[src/rtl/rtc_bcd_timebase_if.sv]
// Button inputs and BCD time outputs of the real-time clock timebase.
// master drives the buttons; slave is the timebase itself.
interface rtc_bcd_timebase_if;
  logic       set_btn;
  logic       inc_btn;
  logic [7:0] hr_bcd;
  logic [7:0] min_bcd;
  logic [7:0] sec_bcd;
  logic [1:0] mode;
  logic       sec_tick;
  logic       min_tick;

  modport master (
    output set_btn, inc_btn,
    input  hr_bcd, min_bcd, sec_bcd, mode, sec_tick, min_tick
  );

  modport slave (
    input  set_btn, inc_btn,
    output hr_bcd, min_bcd, sec_bcd, mode, sec_tick, min_tick
  );
endinterface

[src/rtl/rtc_bcd_timebase.sv]
// Free-running 24-hour BCD real-time clock with a seconds prescaler and a
// two-button set mode (RUN -> SET_HR -> SET_MIN -> RUN).
module rtc_bcd_timebase #(
  parameter int unsigned TICK_DIV = 50000000,
  parameter int unsigned PRE_W    = 26
) (
  input  logic                clk,
  input  logic                rst,
  rtc_bcd_timebase_if.slave   bus
);

  typedef enum logic [1:0] {
    RUN     = 2'b00,
    SET_HR  = 2'b01,
    SET_MIN = 2'b10
  } state_t;

  localparam logic [PRE_W-1:0] PRE_MAX = PRE_W'(TICK_DIV - 1);

  state_t           r_state;
  state_t           w_state_nxt;
  logic [PRE_W-1:0] r_pre;
  logic [7:0]       r_hr;
  logic [7:0]       r_min;
  logic [7:0]       r_sec;
  logic             r_sec_tick;
  logic             r_min_tick;
  logic             r_set_q;
  logic             r_inc_q;

  logic             w_set_rise;
  logic             w_inc_rise;
  logic             w_pre_run;
  logic             w_hr_inc;
  logic             w_min_inc;
  logic             w_tick;

  function automatic logic [7:0] bcd60_inc(input logic [7:0] v);
    logic [7:0] r;
    if (v[3:0] == 4'd9)
      r = (v[7:4] == 4'd5) ? 8'h00 : {v[7:4] + 4'd1, 4'd0};
    else
      r = {v[7:4], v[3:0] + 4'd1};
    return r;
  endfunction

  function automatic logic [7:0] bcd24_inc(input logic [7:0] v);
    logic [7:0] r;
    if (v == 8'h23)
      r = 8'h00;
    else if (v[3:0] == 4'd9)
      r = {v[7:4] + 4'd1, 4'd0};
    else
      r = {v[7:4], v[3:0] + 4'd1};
    return r;
  endfunction

  assign w_set_rise = bus.set_btn & ~r_set_q;
  assign w_inc_rise = bus.inc_btn & ~r_inc_q;

  always_ff @(posedge clk) begin
    if (rst) r_state <= RUN;
    else     r_state <= w_state_nxt;
  end

  // A set rise pre-empts both an increment and a due seconds tick.
  always_comb begin
    w_state_nxt = r_state;
    w_pre_run   = 1'b0;
    w_hr_inc    = 1'b0;
    w_min_inc   = 1'b0;
    case (r_state)
      RUN: begin
        if (w_set_rise) w_state_nxt = SET_HR;
        else            w_pre_run   = 1'b1;
      end
      SET_HR: begin
        if (w_set_rise)      w_state_nxt = SET_MIN;
        else if (w_inc_rise) w_hr_inc    = 1'b1;
      end
      SET_MIN: begin
        if (w_set_rise)      w_state_nxt = RUN;
        else if (w_inc_rise) w_min_inc   = 1'b1;
      end
      default: w_state_nxt = RUN;
    endcase
  end

  assign w_tick = w_pre_run && (r_pre == PRE_MAX);

  always_ff @(posedge clk) begin
    if (rst) begin
      r_pre      <= '0;
      r_hr       <= '0;
      r_min      <= '0;
      r_sec      <= '0;
      r_sec_tick <= 1'b0;
      r_min_tick <= 1'b0;
      r_set_q    <= 1'b0;
      r_inc_q    <= 1'b0;
    end else begin
      r_set_q    <= bus.set_btn;
      r_inc_q    <= bus.inc_btn;
      r_sec_tick <= w_tick;
      r_min_tick <= w_tick && (r_sec == 8'h59);

      if (!w_pre_run || w_tick) r_pre <= '0;
      else                      r_pre <= r_pre + PRE_W'(1);

      if (w_tick) begin
        r_sec <= bcd60_inc(r_sec);
        if (r_sec == 8'h59) begin
          r_min <= bcd60_inc(r_min);
          if (r_min == 8'h59) r_hr <= bcd24_inc(r_hr);
        end
      end

      if (w_hr_inc) r_hr <= bcd24_inc(r_hr);

      if (w_min_inc) begin
        r_min <= bcd60_inc(r_min);
        r_sec <= '0;
      end
    end
  end

  assign bus.hr_bcd   = r_hr;
  assign bus.min_bcd  = r_min;
  assign bus.sec_bcd  = r_sec;
  assign bus.mode     = r_state;
  assign bus.sec_tick = r_sec_tick;
  assign bus.min_tick = r_min_tick;

endmodule

[src/flat_wrapper.sv]
// flat-port wrapper written by rule: the top's interface ports become plain ports
module rtc_bcd_timebase_flat 
#(
  parameter int unsigned TICK_DIV = 50000000,
  parameter int unsigned PRE_W    = 26
)
  (clk, rst, bus_set_btn, bus_inc_btn, bus_hr_bcd, bus_min_bcd, bus_sec_bcd, bus_mode, bus_sec_tick, bus_min_tick);
  rtc_bcd_timebase_if bus_i ();
  input  logic clk;
  input  logic rst;
  input wire logic [$bits(bus_i.set_btn)-1:0] bus_set_btn;
  input wire logic [$bits(bus_i.inc_btn)-1:0] bus_inc_btn;
  output wire logic [$bits(bus_i.hr_bcd)-1:0] bus_hr_bcd;
  output wire logic [$bits(bus_i.min_bcd)-1:0] bus_min_bcd;
  output wire logic [$bits(bus_i.sec_bcd)-1:0] bus_sec_bcd;
  output wire logic [$bits(bus_i.mode)-1:0] bus_mode;
  output wire logic [$bits(bus_i.sec_tick)-1:0] bus_sec_tick;
  output wire logic [$bits(bus_i.min_tick)-1:0] bus_min_tick;
  assign bus_i.set_btn = bus_set_btn;
  assign bus_i.inc_btn = bus_inc_btn;
  assign bus_hr_bcd = bus_i.hr_bcd;
  assign bus_min_bcd = bus_i.min_bcd;
  assign bus_sec_bcd = bus_i.sec_bcd;
  assign bus_mode = bus_i.mode;
  assign bus_sec_tick = bus_i.sec_tick;
  assign bus_min_tick = bus_i.min_tick;
  rtc_bcd_timebase #(.TICK_DIV(TICK_DIV), .PRE_W(PRE_W)) u_core (.clk(clk), .rst(rst), .bus(bus_i));
endmodule
[config.mk]
export PLATFORM = sky130hd
export DESIGN_NAME = rtc_bcd_timebase_flat
export DESIGN_NICKNAME = d
export VERILOG_FILES = /design/src/rtl/rtc_bcd_timebase_if.sv /design/src/rtl/rtc_bcd_timebase.sv /design/src/flat_wrapper.sv
export SDC_FILE = /design/constraint.sdc
export NUM_CORES = 1
export LEC_CHECK = 0
export BUFFER_PORTS_ARGS = -buffer_cell sky130_fd_sc_hd__clkbuf_2
export CAP_MARGIN = 20
export CELL_PAD_IN_SITES_DETAIL_PLACEMENT = 2
export CELL_PAD_IN_SITES_GLOBAL_PLACEMENT = 2
export CORE_MARGIN = 5
export CORE_UTILIZATION = 30
export CTS_CLUSTER_SIZE = 10
export DETAILED_ROUTE_END_ITERATION = 7
export HOLD_SLACK_MARGIN = 0.02
export PLACE_DENSITY = 0.68
export SLEW_MARGIN = 20
export SYNTH_ARGS = -nofsm -noshare
export SYNTH_HDL_FRONTEND = slang
export SYNTH_SLANG_ARGS = --single-unit
[constraint.sdc]
create_clock -name clk -period 3.54 [get_ports clk]
set_input_delay 0.708 -clock clk [delete_from_list [all_inputs] [get_ports clk]]
set_output_delay 0.708 -clock clk [all_outputs]
set_load 0.02 [all_outputs]
==> qor.txt <==
Status = complete, no violations
Unique masters post-synth = 55
CP cell instances = nor4bb_1 > nand4_1 > or4_4 > a2111oi_4 > mux2_1
Gr usage total = 0.142
Global route total overflow = 0
Initial Util = 0.311
Avg WL per Cell = 15.5 µm
Area Growth Syn to Fin = 13.1%
Synth cell count leaders = dfxtp_1, nor2_1, nand2_1, nand3_1, inv_1
Max-Slew Margin vs Limit = 0.622
Final Hold Fails = 0
Top-area cell type share of the netlist area = 0.387
Final setup vio count = 0
Nets = 379
CTS tree = done
Post-CTS setup buffers = 0
Top-count cell post-synth = dfxtp_1
Clk Tree Root Cell = clkbuf_8
Startpoint Class = flop
Final hold slack = 0.489 ns
Power Density = 333 nW/µm²
Cells after Synth = 341
Clock Skew = 0.00693 ns
First-pass GRT wire length = 13500 µm
First-pass detailed-route iteration total = 4
Port Buffers = 31
H-tree depth = 2
Critical path type = flop to flop
Worst IR Drop VDD = 0.000162 V
Vias in the first global route = 2764
Post-CTS sizing = 0
Main synth FF type = dfxtp_1
Post-synthesis sequential area ratio = 0.387
Register bit total from synthesis = 56
Worst-case clock buffer depth = 2
Via count = 2617
Mux contribution to synthesized area = 0.0224
Total negative slack = 0 ns
Core ar. = 9330 µm²
Leading area contributor after synthesis = dfxtp_1
Die area = 11700 µm²
Synth Area in XOR/XNOR = 0.0755
Final wirelength = 7770 µm
Avg Cell Area, Syn = 8.50 µm²
Worst Hold Class = flop to flop
Worst Max-Slew Pin Slew = 0.561 ns
Simple logic cell fraction of the synthesized area = 0.319
Buf/Inv on CP = 0
Row cnt = 35
Adder-Cell Fraction of Synth Area = 0.0216
Period utilization = 0.734
Residual DRC = 0
Worst Path Arrival = 2.81 ns
Max frequency = 385 MHz
Worst setup EP type = flop
Vias per cell = 5.23
TritonCTS Buffers = 5
Synth Area in Compound Gates = 0.129
Layout cells sized above 1 = 0.148
RSZ-0062 raised after global routing = false
Worst path slowest cell = or4_4
P_leak = 1.16 nW
Largest family of logic cells by synthesized area = simple AND/OR/NAND/NOR gates
Post-layout worst setup margin = 0.941 ns
CTS Hold Buffers Added = 0
HPWL Detailed = 5820 µm
GP Congestion = 0.737
Delay-heaviest family, CP = simple AND/OR/NAND/NOR gates
Iter 0 DRT Violations = 67
Post-route minimum period = 2.60 ns
Max Slew Vio Count = 0
Max cap viols = 0
Synth warnings = 0
Syn_nets = 350
Die H = 108 µm
Die width = 108 µm
Async set-reset flop share out of synthesis = 0
Synth Cell Area = 2900 µm²
Number of synthesized flops with an enable pin = 0
Crit Path Max Fanout = 7
Clk slew on worst S/H paths = 0.10 ns
CTS Sinks = 56
Clock latency at the later pin of the worst-skew pair = 0.31 ns
Worst Path Required = 3.75 ns
Largest net degree at the start of global routing = 26
Antenna Nets Post-Route = 0
Pre-CTS setup slack = 0.680 ns
Initial antenna violation count = 0
Io pins = 32
ANT cells = 0
Top post-synthesis cells by area = dfxtp_1, nor2_1, xor2_1
Max stage delay on crit path = 0.64 ns
sequential cells by signal, summed over array words and instances (netlist names):
signal,flops
u_core.r_inc_q,1
u_core.bus.sec_bcd,8
u_core.bus.min_bcd,8
u_core.r_set_q,1
u_core.bus.mode,2
u_core.bus.sec_tick,1
u_core.bus.min_tick,1
u_core.bus.hr_bcd,8
u_core.r_pre,26
report_power, final:
| part | internal (mW) | switching (mW) |
|---|---|---|
| combinational | 0.0249 | 0.0481 |
| sequential | 0.639 | 0.0158 |
| clock | 0.160 | 0.205 |
kinds of logic (layout without fill, tap and decap cells):
group,count (synthesis),count (layout)
and+or+nand+nor,168,168
adders and majority gates,5,5
muxes,6,6
AOI/OAI and AO/OA,50,50
buffers and inverters,31,61
xor gates and xnor gates,25,25
DFF,56,56
placed cells by master (no fill, tap or decap), types with 6 or more instances in the layout:
cell type   n
dfxtp_1    56
nor2_1     40
clkbuf_2   31
nand2_1    29
nand3_1    20
inv_1      16
xor2_1     14
nor3_1     13
a21oi_1    12
xnor2_1    11
and4_1      9
nand4_1     8
and3_1      7
nor2b_1     7
o21ai_0     6
clkbuf_8    6
buf_4       6
worst register-to-register path, stage by stage (launching register included):
cell       delay (ns)
dfxtp_1          0.40
nor4bb_1         0.50
nand4_1          0.23
or4_4            0.64
a2111oi_4        0.38
mux2_1           0.35
cell type report:
class                      instances  area [µm²]
clock buffer                       8        90.1
fill                            1095        6050
inverter                          16        60.1
multi-input combinational        254        1650
sequential                        56        1120
tap                              129         161
timing repair buffer              37         200
final timing paths:
kind | start | end | slack [ns] | cells past startpoint
max | u_core.r_pre[17]$_SDFF_PP0_ | u_core.bus.min_bcd[4]$_SDFFE_PP0P_ | 0.94 | 5
min reg2reg | u_core.r_pre[0]$_SDFF_PP0_ | u_core.r_pre[0]$_SDFF_PP0_ | 0.49 | 1
min | u_core.r_pre[0]$_SDFF_PP0_ | u_core.r_pre[0]$_SDFF_PP0_ | 0.49 | 1
max reg2reg | u_core.r_pre[17]$_SDFF_PP0_ | u_core.bus.min_bcd[4]$_SDFFE_PP0P_ | 0.94 | 5
layer usage:
layer | share of wire | GRT usage | wire (µm) | vias to the layer above
met5 | 0 | 0 | 0 | -
li1 | - | - | - | 1279
met4 | 0.011 | 0.0361 | 87 | 0
met2 | 0.48 | 0.249 | 3710 | 29
met1 | 0.48 | 0.179 | 3750 | 1302
met3 | 0.030 | 0.0257 | 231 | 7
through the flow:
step | power, mW | utilization | std cells | instance area, µm²
6_report | 1.09 | 0.352 | 500 | 3280
2_1_floorplan | 0.718 | - | 341 | 2900
5_1_grt | 1.15 | 0.352 | 500 | 3280
3_3_place_gp | 0.742 | 0.342 | 492 | 3190
4_1_cts | 1.12 | 0.352 | 500 | 3280
3_5_place_dp | 0.745 | 0.342 | 492 | 3190
Note: power is estimated with default switching activity, not from simulation.
